`config.mk`:
```
export PLATFORM = sky130hd
export DESIGN_NAME = baud_tick_gen_flat
export DESIGN_NICKNAME = d
export VERILOG_FILES = /design/src/rtl/baud_tick_gen_if.sv /design/src/rtl/baud_tick_gen.sv /design/src/flat_wrapper.sv
export SDC_FILE = /design/constraint.sdc
export NUM_CORES = 1
export LEC_CHECK = 0
export CELL_PAD_IN_SITES_DETAIL_PLACEMENT = 0
export CELL_PAD_IN_SITES_GLOBAL_PLACEMENT = 1
export CORE_UTILIZATION = 25
export CTS_CLUSTER_DIAMETER = 100
export CTS_CLUSTER_SIZE = 14
export DETAILED_ROUTE_END_ITERATION = 10
export PLACE_DENSITY_LB_ADDON = 0.08
export SLEW_MARGIN = 20
export SYNTH_ARGS = -nofsm -noshare
export SYNTH_HDL_FRONTEND = slang
export SYNTH_SLANG_ARGS = --single-unit
```
`constraint.sdc`:
```
create_clock -name clk -period 5.5 [get_ports clk]
set_clock_uncertainty 0.15 [all_clocks]
set_input_delay 0.55 -clock clk [delete_from_list [all_inputs] [get_ports clk]]
set_output_delay 0.55 -clock clk [all_outputs]
set_load 0.1 [all_outputs]
```
`src/rtl/baud_tick_gen_if.sv`:
```
// rtl/baud_tick_gen_if.sv - control/tick bundle for baud_tick_gen; mid_tick present only with BAUD_TICK_GEN_MID_EN
interface baud_tick_gen_if #(
  parameter int BAUD_W  = 24,
  parameter int OS_LOG2 = 3
);
  localparam int PH_W = (OS_LOG2 > 0) ? OS_LOG2 : 1;

  logic              en;
  logic              restart;
  logic              baud_wr;
  logic [BAUD_W-1:0] baud_val;
  logic              os_tick;
  logic              bit_tick;
  logic [PH_W-1:0]   os_phase;
  logic              busy;
  logic              baud_err;
  logic [BAUD_W-1:0] cur_baud;
`ifdef BAUD_TICK_GEN_MID_EN
  logic              mid_tick;
`endif

  modport master (
    output en, restart, baud_wr, baud_val,
    input  os_tick, bit_tick, os_phase, busy, baud_err, cur_baud
`ifdef BAUD_TICK_GEN_MID_EN
    , input mid_tick
`endif
  );

  modport slave (
    input  en, restart, baud_wr, baud_val,
    output os_tick, bit_tick, os_phase, busy, baud_err, cur_baud
`ifdef BAUD_TICK_GEN_MID_EN
    , output mid_tick
`endif
  );
endinterface

```
`src/rtl/baud_tick_gen.sv`:
```
// rtl/baud_tick_gen.sv - runtime-programmable fractional baud tick generator; optional mid_tick via BAUD_TICK_GEN_MID_EN
module baud_tick_gen #(
  parameter int CLK_RATE     = 50_000_000,
  parameter int DEFAULT_BAUD = 115_200,
  parameter int OS_LOG2      = 3,
  parameter int BAUD_W       = 24
) (
  input  logic           clk,
  input  logic           rst_n,
  baud_tick_gen_if.slave bus
);
  localparam int PH_W  = (OS_LOG2 > 0) ? OS_LOG2 : 1;
  localparam int INC_W = BAUD_W + OS_LOG2;
  localparam int ACC_W = $clog2(CLK_RATE) + 1;
  // one spare bit so acc + inc can never overflow before the wrap compare
  localparam int CMP_W = ACC_W + 1;

  localparam logic [CMP_W-1:0] CLK_C   = CMP_W'(CLK_RATE);
  localparam logic [63:0]      CLK_64  = 64'(CLK_RATE);
  localparam logic [PH_W-1:0]  PH_ONE  = PH_W'(1);
  localparam logic [PH_W-1:0]  PH_LAST = PH_W'((1 << OS_LOG2) - 1);
`ifdef BAUD_TICK_GEN_MID_EN
  localparam logic [PH_W-1:0]  PH_MID  = (OS_LOG2 == 0) ? PH_W'(0) :
                                         PH_W'(1 << ((OS_LOG2 > 0) ? OS_LOG2 - 1 : 0));
  // half-oversample preload centres sampling on the detected start edge
  localparam logic [ACC_W-1:0] RST_ACC = ACC_W'(CLK_RATE / 2);
`else
  localparam logic [ACC_W-1:0] RST_ACC = '0;
`endif

  logic [ACC_W-1:0]  acc;
  logic [PH_W-1:0]   os_phase;
  logic [PH_W-1:0]   ph_nxt;
  logic              os_tick;
  logic              bit_tick;
  logic              busy;
  logic              baud_err;
  logic [BAUD_W-1:0] cur_baud;
  logic [BAUD_W-1:0] pend;
  logic [INC_W-1:0]  inc;
  logic [INC_W-1:0]  inc_new;
  logic [CMP_W-1:0]  sum;
  logic              wrap;
  logic              bit_edge;
  logic              wr_ok;
  logic              wr_acc;
`ifdef BAUD_TICK_GEN_MID_EN
  logic              mid_tick;
`endif

  assign inc      = INC_W'(cur_baud) << OS_LOG2;
  assign sum      = {1'b0, acc} + CMP_W'(inc);
  assign wrap     = (sum >= CLK_C);
  // with no oversampling the phase never moves, so every os_tick is a bit tick
  assign ph_nxt   = (OS_LOG2 == 0) ? PH_W'(0) : os_phase + PH_ONE;
  assign bit_edge = bus.en && !bus.restart && wrap && (os_phase == PH_LAST);

  // more than one oversample tick per clock cannot be represented
  assign inc_new  = INC_W'(bus.baud_val) << OS_LOG2;
  assign wr_ok    = (bus.baud_val != '0) && (64'(inc_new) <= CLK_64);
  assign wr_acc   = bus.baud_wr && wr_ok;

  // phase accumulator, oversample/bit ticks and phase index
  always_ff @(posedge clk or negedge rst_n) begin
    if (!rst_n) begin
      acc      <= '0;
      os_phase <= '0;
      os_tick  <= 1'b0;
      bit_tick <= 1'b0;
`ifdef BAUD_TICK_GEN_MID_EN
      mid_tick <= 1'b0;
`endif
    end else if (!bus.en) begin
      acc      <= '0;
      os_phase <= '0;
      os_tick  <= 1'b0;
      bit_tick <= 1'b0;
`ifdef BAUD_TICK_GEN_MID_EN
      mid_tick <= 1'b0;
`endif
    end else if (bus.restart) begin
      acc      <= RST_ACC;
      os_phase <= '0;
      os_tick  <= 1'b0;
      bit_tick <= 1'b0;
`ifdef BAUD_TICK_GEN_MID_EN
      mid_tick <= 1'b0;
`endif
    end else if (wrap) begin
      acc      <= ACC_W'(sum - CLK_C);
      os_phase <= ph_nxt;
      os_tick  <= 1'b1;
      bit_tick <= (os_phase == PH_LAST);
`ifdef BAUD_TICK_GEN_MID_EN
      mid_tick <= (ph_nxt == PH_MID);
`endif
    end else begin
      acc      <= ACC_W'(sum);
      os_tick  <= 1'b0;
      bit_tick <= 1'b0;
`ifdef BAUD_TICK_GEN_MID_EN
      mid_tick <= 1'b0;
`endif
    end
  end

  // baud register, pending update and write rejection
  always_ff @(posedge clk or negedge rst_n) begin
    if (!rst_n) begin
      cur_baud <= BAUD_W'(DEFAULT_BAUD);
      pend     <= '0;
      busy     <= 1'b0;
      baud_err <= 1'b0;
    end else begin
      baud_err <= bus.baud_wr && !wr_ok;
      if (!bus.en) begin
        // idle generator: no bit boundary to wait for, apply at once
        busy <= 1'b0;
        if (wr_acc) begin
          cur_baud <= bus.baud_val;
        end else if (busy) begin
          cur_baud <= pend;
        end
      end else begin
        if (bit_edge && busy) begin
          cur_baud <= pend;
          busy     <= 1'b0;
        end
        // a write landing on a boundary waits for the following one
        if (wr_acc) begin
          pend <= bus.baud_val;
          busy <= 1'b1;
        end
      end
    end
  end

  assign bus.os_tick  = os_tick;
  assign bus.bit_tick = bit_tick;
  assign bus.os_phase = os_phase;
  assign bus.busy     = busy;
  assign bus.baud_err = baud_err;
  assign bus.cur_baud = cur_baud;
`ifdef BAUD_TICK_GEN_MID_EN
  assign bus.mid_tick = mid_tick;
`endif
endmodule

```
`src/flat_wrapper.sv`:
```
// flat-port wrapper written by rule: the top's interface ports become plain ports
module baud_tick_gen_flat 
#(
  parameter int CLK_RATE     = 50_000_000,
  parameter int DEFAULT_BAUD = 115_200,
  parameter int OS_LOG2      = 3,
  parameter int BAUD_W       = 24
)
  (clk, rst_n, bus_en, bus_restart, bus_baud_wr, bus_baud_val, bus_os_tick, bus_bit_tick, bus_os_phase, bus_busy, bus_baud_err, bus_cur_baud);
  baud_tick_gen_if #(.BAUD_W(BAUD_W), .OS_LOG2(OS_LOG2)) bus_i ();
  input  logic clk;
  input  logic rst_n;
  input wire logic [$bits(bus_i.en)-1:0] bus_en;
  input wire logic [$bits(bus_i.restart)-1:0] bus_restart;
  input wire logic [$bits(bus_i.baud_wr)-1:0] bus_baud_wr;
  input wire logic [$bits(bus_i.baud_val)-1:0] bus_baud_val;
  output wire logic [$bits(bus_i.os_tick)-1:0] bus_os_tick;
  output wire logic [$bits(bus_i.bit_tick)-1:0] bus_bit_tick;
  output wire logic [$bits(bus_i.os_phase)-1:0] bus_os_phase;
  output wire logic [$bits(bus_i.busy)-1:0] bus_busy;
  output wire logic [$bits(bus_i.baud_err)-1:0] bus_baud_err;
  output wire logic [$bits(bus_i.cur_baud)-1:0] bus_cur_baud;
  assign bus_i.en = bus_en;
  assign bus_i.restart = bus_restart;
  assign bus_i.baud_wr = bus_baud_wr;
  assign bus_i.baud_val = bus_baud_val;
  assign bus_os_tick = bus_i.os_tick;
  assign bus_bit_tick = bus_i.bit_tick;
  assign bus_os_phase = bus_i.os_phase;
  assign bus_busy = bus_i.busy;
  assign bus_baud_err = bus_i.baud_err;
  assign bus_cur_baud = bus_i.cur_baud;
  baud_tick_gen #(.CLK_RATE(CLK_RATE), .DEFAULT_BAUD(DEFAULT_BAUD), .OS_LOG2(OS_LOG2), .BAUD_W(BAUD_W)) u_core (.clk(clk), .rst_n(rst_n), .bus(bus_i));
endmodule
```
======== Word level (Yosys, flattened, before mapping) ========
Index checks and enable logic that the tools add are counted.
cells by class
  add/sub/neg operators ................... 3
  magnitude comparators ................... 2
  equality and inequality tests ........... 4
  muxes and demuxes ....................... 19
  reduce and logical (&&, ||, !) cells .... 13
operators with widths
  cell                                                                  count
  two-way mux 24 bit                                                    4
  two-way mux 27 bit                                                    3
  adder 27 x 27 -> 28 bit                                               1
  greater-or-equal comparator 28 x 26 -> 1 bit (second input constant)  1
  <= comparator 27 x 26 -> 1 bit (second input constant)                1
  subtractor 27 x 26 -> 27 bit (second input constant)                  1
  nonzero test 24 bit                                                   1
  two-way mux 1 bit                                                     9
  two-way mux 3 bit                                                     3
  logical AND 1 bit                                                     7
  inequality test 3 x 1 -> 1 bit (second input constant)                2
  AND reduction 2 bit                                                   2
  adder 3 x 1 -> 3 bit (second input constant)                          1
  equality test 3 bit (second input constant)                           1
  nonzero test 3 bit                                                    1
  zero test 1 bit                                                       2
  inequality test 2 x 1 -> 1 bit (second input constant)                1
word-level totals
  register bits after elaboration ......... 82
  input port bits ......................... 29
  output and inout port bits .............. 31
  logic and storage cells ................. 49

======== Logic depth before layout (Yosys ltp) ========
  depth in word-level cells ............... 8
  depth in mapped cells ................... 14
  gate-level depth less buffers ........... 13

======== Worst setup path before layout ========
OpenSTA, ideal clock, no wires.
  path type ............................... register -> register
  start ................................... register u_core.cur_baud[0] (netlist: u_core.bus.cur_baud[0])
  end ..................................... register u_core.cur_baud[10] (netlist: u_core.bus.cur_baud[10])
  library setup time ...................... 0.126 ns
  arrival ................................. 4.075 ns
  required time ........................... 5.224 ns
  slack ................................... 1.149 ns
  cell stages (with the launch flop) ...... 15
  buffers on the path ..................... 2
  clock period less this slack ............ 4.351 ns
  cell sequence ........................... dfrtp_1 -> ha_1 -> fa_1 -> a211oi_2 -> o211ai_1 -> and2_1 -> or4_1 -> nand3_2 -> o21ai_1 -> o21a_1 -> a21o_1 -> a311o_1 -> buf_6 -> buf_6 -> mux2_4
on the way
  longest elaborated chain between the ends .. 7
ends and longest elaborated chain
  element                                       line                  text
  start: declaration                            baud_tick_gen.sv:38   logic [BAUD_W-1:0] cur_baud;
  start signal: assignment                      baud_tick_gen.sv:110  cur_baud <= BAUD_W'(DEFAULT_BAUD);
  start signal: assignment                      baud_tick_gen.sv:120  cur_baud <= bus.baud_val;
  start signal: assignment                      baud_tick_gen.sv:122  cur_baud <= pend;
  adder 27 x 27 -> 28 bit                       baud_tick_gen.sv:52   assign sum = {1'b0, acc} + CMP_W'(inc);
  greater-or-equal comparator 28 x 26 -> 1 bit  baud_tick_gen.sv:53   assign wrap = (sum >= CLK_C);
  logical AND 1 bit (2 in a row)                baud_tick_gen.sv:56   assign bit_edge = bus.en && !bus.restart && wrap && (os_phase == PH_LAST);
  logical AND 1 bit                             baud_tick_gen.sv:125  if (bit_edge && busy) begin
  inequality test 2 x 1 -> 1 bit (no line)      n/a
  AND reduction 2 bit (no line)                 n/a
No other way between the ends.
A chain may end at the register's enable or synchronous reset.

======== Final worst setup path ========
  start ................................... register u_core.cur_baud[0] (netlist: u_core.bus.cur_baud[0])
  end ..................................... register u_core.cur_baud[4] (netlist: u_core.bus.cur_baud[4])
Same word-level chain as after synthesis.

==> results_tabular.tex <==
\begin{tabular}{lr}
\hline
Metric & Value \\
\hline
\multicolumn{2}{l}{\textbf{Setup path}} \\
\quad Reg2Reg Launch Point & u\_core.bus.cur\_baud[0] \\
\quad CP Data Arrival Time & between 4 and 5 ns \\
\quad Startpoint types & flip-flop \\
\quad Type of the worst setup path & flip-flop to flip-flop \\
\quad Critical Path End Type & flip-flop \\
\quad Biggest fanout along the worst timing path & 24 \\
\quad Worst reg2reg path endpoint & u\_core.bus.cur\_baud[4] \\
\quad Register-to-register path setup slack & between 0.9 and 1 ns \\
\quad Worst path required time & between 5 and 6 ns \\
\quad Worst r2r path cells & 12 \\
\multicolumn{2}{l}{\textbf{Logic synthesis}} \\
\quad Sequential element share of the synthesized area & 37.8\% \\
\quad Number of enable flip-flop cells after synthesis & 0 \\
\quad Net count after synthesis & 570 \\
\quad Post-synthesis register bit count & 79 \\
\quad Number of standard cells after synthesis & 513 \\
\quad Avg Cell Area, Syn & 10.2 um\^{}2 \\
\quad Area of the mapped netlist & $\sim$0.0052 mm\^{}2 \\
\quad Count of different cell masters after synthesis & 61 \\
\quad Main synth FF type & dfrtp\_1 \\
\quad Number of warnings issued by yosys & 0 \\
\quad Async set-or-reset flop fraction in the synthesized netlist & 100\% \\
\multicolumn{2}{l}{\textbf{Timing}} \\
\quad Number of endpoints with negative hold slack in the final report & 0 \\
\quad Remaining max-slew budget at the tightest pin & 30.7\% \\
\quad Setup TNS after final layout & 0 ns \\
\quad Post-route minimum period & approximately 4.5 ns \\
\quad Slew at the pin with the worst max-slew slack & 1.04 ns \\
\quad Max Transition Viols Final & 0 \\
\quad Max Clk Rate & roughly 220 MHz \\
\quad Setup repair after global routing missed its margin & false \\
\quad Post-route fraction of the period consumed by the critical path & 82.6\% \\
\quad Final setup violation count & 0 \\
\multicolumn{2}{l}{\textbf{Routing}} \\
\quad Routed WL & 16,000 um \\
\quad DR iter-0 viols & 208 \\
\quad Detailed-route wire length per cell & 18.9 um \\
\quad Number of remaining DRC errors & 0 \\
\quad DR pass1 iterations & 4 \\
\quad Routed vias & 4,223 \\
\quad Number of nets with antenna violations after routing & 0 \\
\quad Detailed-route vias per instance & 5.00 \\
\multicolumn{2}{l}{\textbf{GRT}} \\
\quad Remaining global-route overflow & 0 \\
\quad First-pass GRT wire length & 25,300 um \\
\quad Global-route usage over all layers & 15.6\% \\
\quad Pin count of the biggest net entering global routing & 47 \\
\quad Initial antenna violation count & 0 \\
\quad Vias in the first global route & 4,333 \\
\multicolumn{2}{l}{\textbf{Place}} \\
\quad Weighted congestion reported at the end of routability-driven placement & 0.856 \\
\quad I/O Buffers & 59 \\
\quad Placed instance area & 0.00612 mm\^{}2 \\
\quad HPWL after detailed placement & 12,300 um \\
\multicolumn{2}{l}{\textbf{Outcome}} \\
\quad Outcome & complete, no violations \\
\multicolumn{2}{l}{\textbf{CTS}} \\
\quad Clock tree from TritonCTS & yes \\
\quad \# H-tree levels & 3 \\
\quad Number of buffers inserted during clock tree synthesis & 9 \\
\quad Count of cells resized by post-cts repair & 0 \\
\quad Clock edge transition at the registers on the reported setup and hold paths & 0.07 ns \\
\quad Setup bufs post-CTS & 0 \\
\quad Clk root buf & clkbuf\_16 \\
\quad Hold Buf Count CTS & 0 \\
\quad Clk sinks & 79 \\
\quad Clock latency on the worst-skew pair & between 0.3 and 0.4 ns \\
\quad Maximum root-to-sink buffer count & 2 \\
\multicolumn{2}{l}{\textbf{Power and ir drop}} \\
\quad Total leakage power & 2.68 nW \\
\quad Pwr per Cell Area & 670 mW/mm\^{}2 \\
\quad Post-route total power & between 0.004 and 0.005 W \\
\quad IR Drop Worst-Case VDD & 0.362 mV \\
\multicolumn{2}{l}{\textbf{Final layout}} \\
\quad Final Net Count & between 600 and 700 \\
\quad Share of layout cells above drive strength 1 & roughly 20\% \\
\quad Antenna cells & 0 \\
\quad Final core occ & around a third \\
\quad Post-Layout Inst Area & 0.00641 mm\^{}2 \\
\quad Fill cell total of the finished layout & between 2,000 and 2,500 \\
\quad Synthesis-to-finish area growth & 22.4\% \\
\multicolumn{2}{l}{\textbf{Floorplan}} \\
\quad Top-Level Pins & 60 \\
\quad Placeable core region & 0.0204 mm\^{}2 \\
\quad Effective utilization at floorplan & 25.7\% \\
\quad Chip width & 147 um \\
\quad Site Rows & 52 \\
\quad Die extent in y & 147 um \\
\quad Area enclosed by the die boundary & around 0.022 mm\^{}2 \\
\multicolumn{2}{l}{\textbf{Worst hold path}} \\
\quad Worst min path class & input pin to asynchronous set/reset pin \\
\multicolumn{2}{l}{\textbf{Run}} \\
\quad Max-cap check violation count & 0 \\
\hline
\end{tabular}
## cells by family after synthesis
kind of cell               count (synthesis)  share of synthesized area (%)
xor gates and xnor gates                  21                           3.66
muxes                                     72                           16.8
and+or+nand+nor                          141                           14.2
adders and majority gates                 28                           6.83
DFF                                       79                           37.8
buffers and inverters                     29                           2.60
AOI/OAI and AO/OA                        143                           18.0
## synth_stat cells (4+ instances only)
| master | n | area (um^2) |
|---|---|---|
| dfrtp_1 | 75 | 1880 |
| mux2_2 | 51 | 574 |
| a21oi_1 | 41 | 205 |
| nand2_1 | 34 | 128 |
| o21ai_0 | 28 | 140 |
| ha_1 | 27 | 338 |
| nor2_1 | 26 | 97.6 |
| mux2_4 | 19 | 285 |
| a21o_1 | 14 | 105 |
| clkbuf_1 | 13 | 48.8 |
| nand3_1 | 13 | 65.1 |
| xnor2_1 | 13 | 114 |
| nor3_1 | 11 | 55.1 |
| and3_1 | 9 | 56.3 |
| inv_1 | 9 | 33.8 |
| nand4_1 | 9 | 56.3 |
| a211oi_1 | 8 | 60.1 |
| o21a_1 | 8 | 60.1 |
| xor2_1 | 7 | 61.3 |
| nor4_1 | 6 | 37.5 |
| o211ai_1 | 5 | 37.5 |
| or3_1 | 5 | 31.3 |
| or4_1 | 5 | 37.5 |
| and2_1 | 4 | 25.0 |
| and4_1 | 4 | 35.0 |
| buf_2 | 4 | 20.0 |
| dfstp_2 | 4 | 105 |
| nor2b_1 | 4 | 25.0 |
| o21ai_1 | 4 | 20.0 |
## power breakdown
group / total [W] / switching, W / internal, W
registers: 0.000888 / 0.000129 / 0.000760
logic: 0.00279 / 0.00185 / 0.000937
clock network: 0.000618 / 0.000267 / 0.000351
## metal layers
layer  vias up  routed length, um  part of all wire (%)  GRT usage (%)
met3        24                665                   4.2           2.67
met1      2068               7410                    46           20.5
met2        86               7510                    47           25.0
met4         0                407                   2.5           6.56
met5         -                  0                     0              0
li1       2045                  -                     -              -
## stage by stage
stage	hold WS [ns]	cells	worst slack, ns
4_1_cts	0.0189	844	0.964
3_3_place_gp	0.326	829	0.933
5_1_grt	0.0339	844	0.671
3_5_place_dp	0.325	829	0.945
6_report	0.00237	844	0.960
2_1_floorplan	0.104	513	1.15
## critical path, cell delays in order (launching register included)
cell      delay (ns)
dfrtp_1         0.40
ha_1            0.26
fa_1            0.45
a211oi_2        0.29
o211ai_1        0.18
and2_1          0.29
o21ai_0         0.33
nand4_1         0.23
nor3_1          0.28
o21a_1          0.20
a21o_1          0.18
a311o_2         0.75
mux2_2          0.41
## state kept, by name, indices dropped and copies added (netlist names)
register             flops
u_core.acc              24
u_core.bus.cur_baud     24
u_core.pend             24
u_core.bus.os_phase      3
u_core.bus.baud_err      1
u_core.bus.bit_tick      1
u_core.bus.busy          1
u_core.bus.os_tick       1
## cells in the final DEF (no fill, tap or decap), drive strengths merged, types with 5 or more instances in the layout
master,count
ha,27
buf,8
or3,5
and4,5
nor2,26
clkdlybuf4s50,58
nand2,34
nand4,9
nor4,7
a211oi,11
xor2,7
mux2,70
o21a,8
a21oi,42
and2,5
dfrtp,75
o21ai,32
a21o,14
xnor2,14
nor3,11
o211ai,7
nand3,14
inv,10
or4,5
clkbuf,10
and3,9
## final cells by class
class,count,area [um^2],share of cell area (%)
Multi-Input combinational cell,405,3120,48.8
Sequential cell,79,1980,30.9
Timing Repair Buffer,66,641,10.0
Tap cell,270,338,5.27
Clock buffer,10,229,3.57
Clock inverter,5,60.1,0.937
Inverter,9,33.8,0.527
## worst max-delay path by stage
stage / startpoint / endpoint / slack, ns / cells past startpoint
detailed placement: bus_baud_val[13] / u_core.bus.cur_baud[4] / 0.95 / 9
finish: u_core.bus.cur_baud[0] / u_core.bus.cur_baud[4] / 0.96 / 12
CTS: u_core.bus.cur_baud[0] / u_core.bus.cur_baud[4] / 0.96 / 12
global route: u_core.bus.cur_baud[0] / u_core.bus.cur_baud[4] / 0.67 / 12
floorplan: u_core.bus.cur_baud[0] / u_core.bus.cur_baud[10] / 1.15 / 14
global placement: bus_baud_val[13] / u_core.bus.cur_baud[2] / 0.93 / 9
Power figures use the tool's default switching activity.
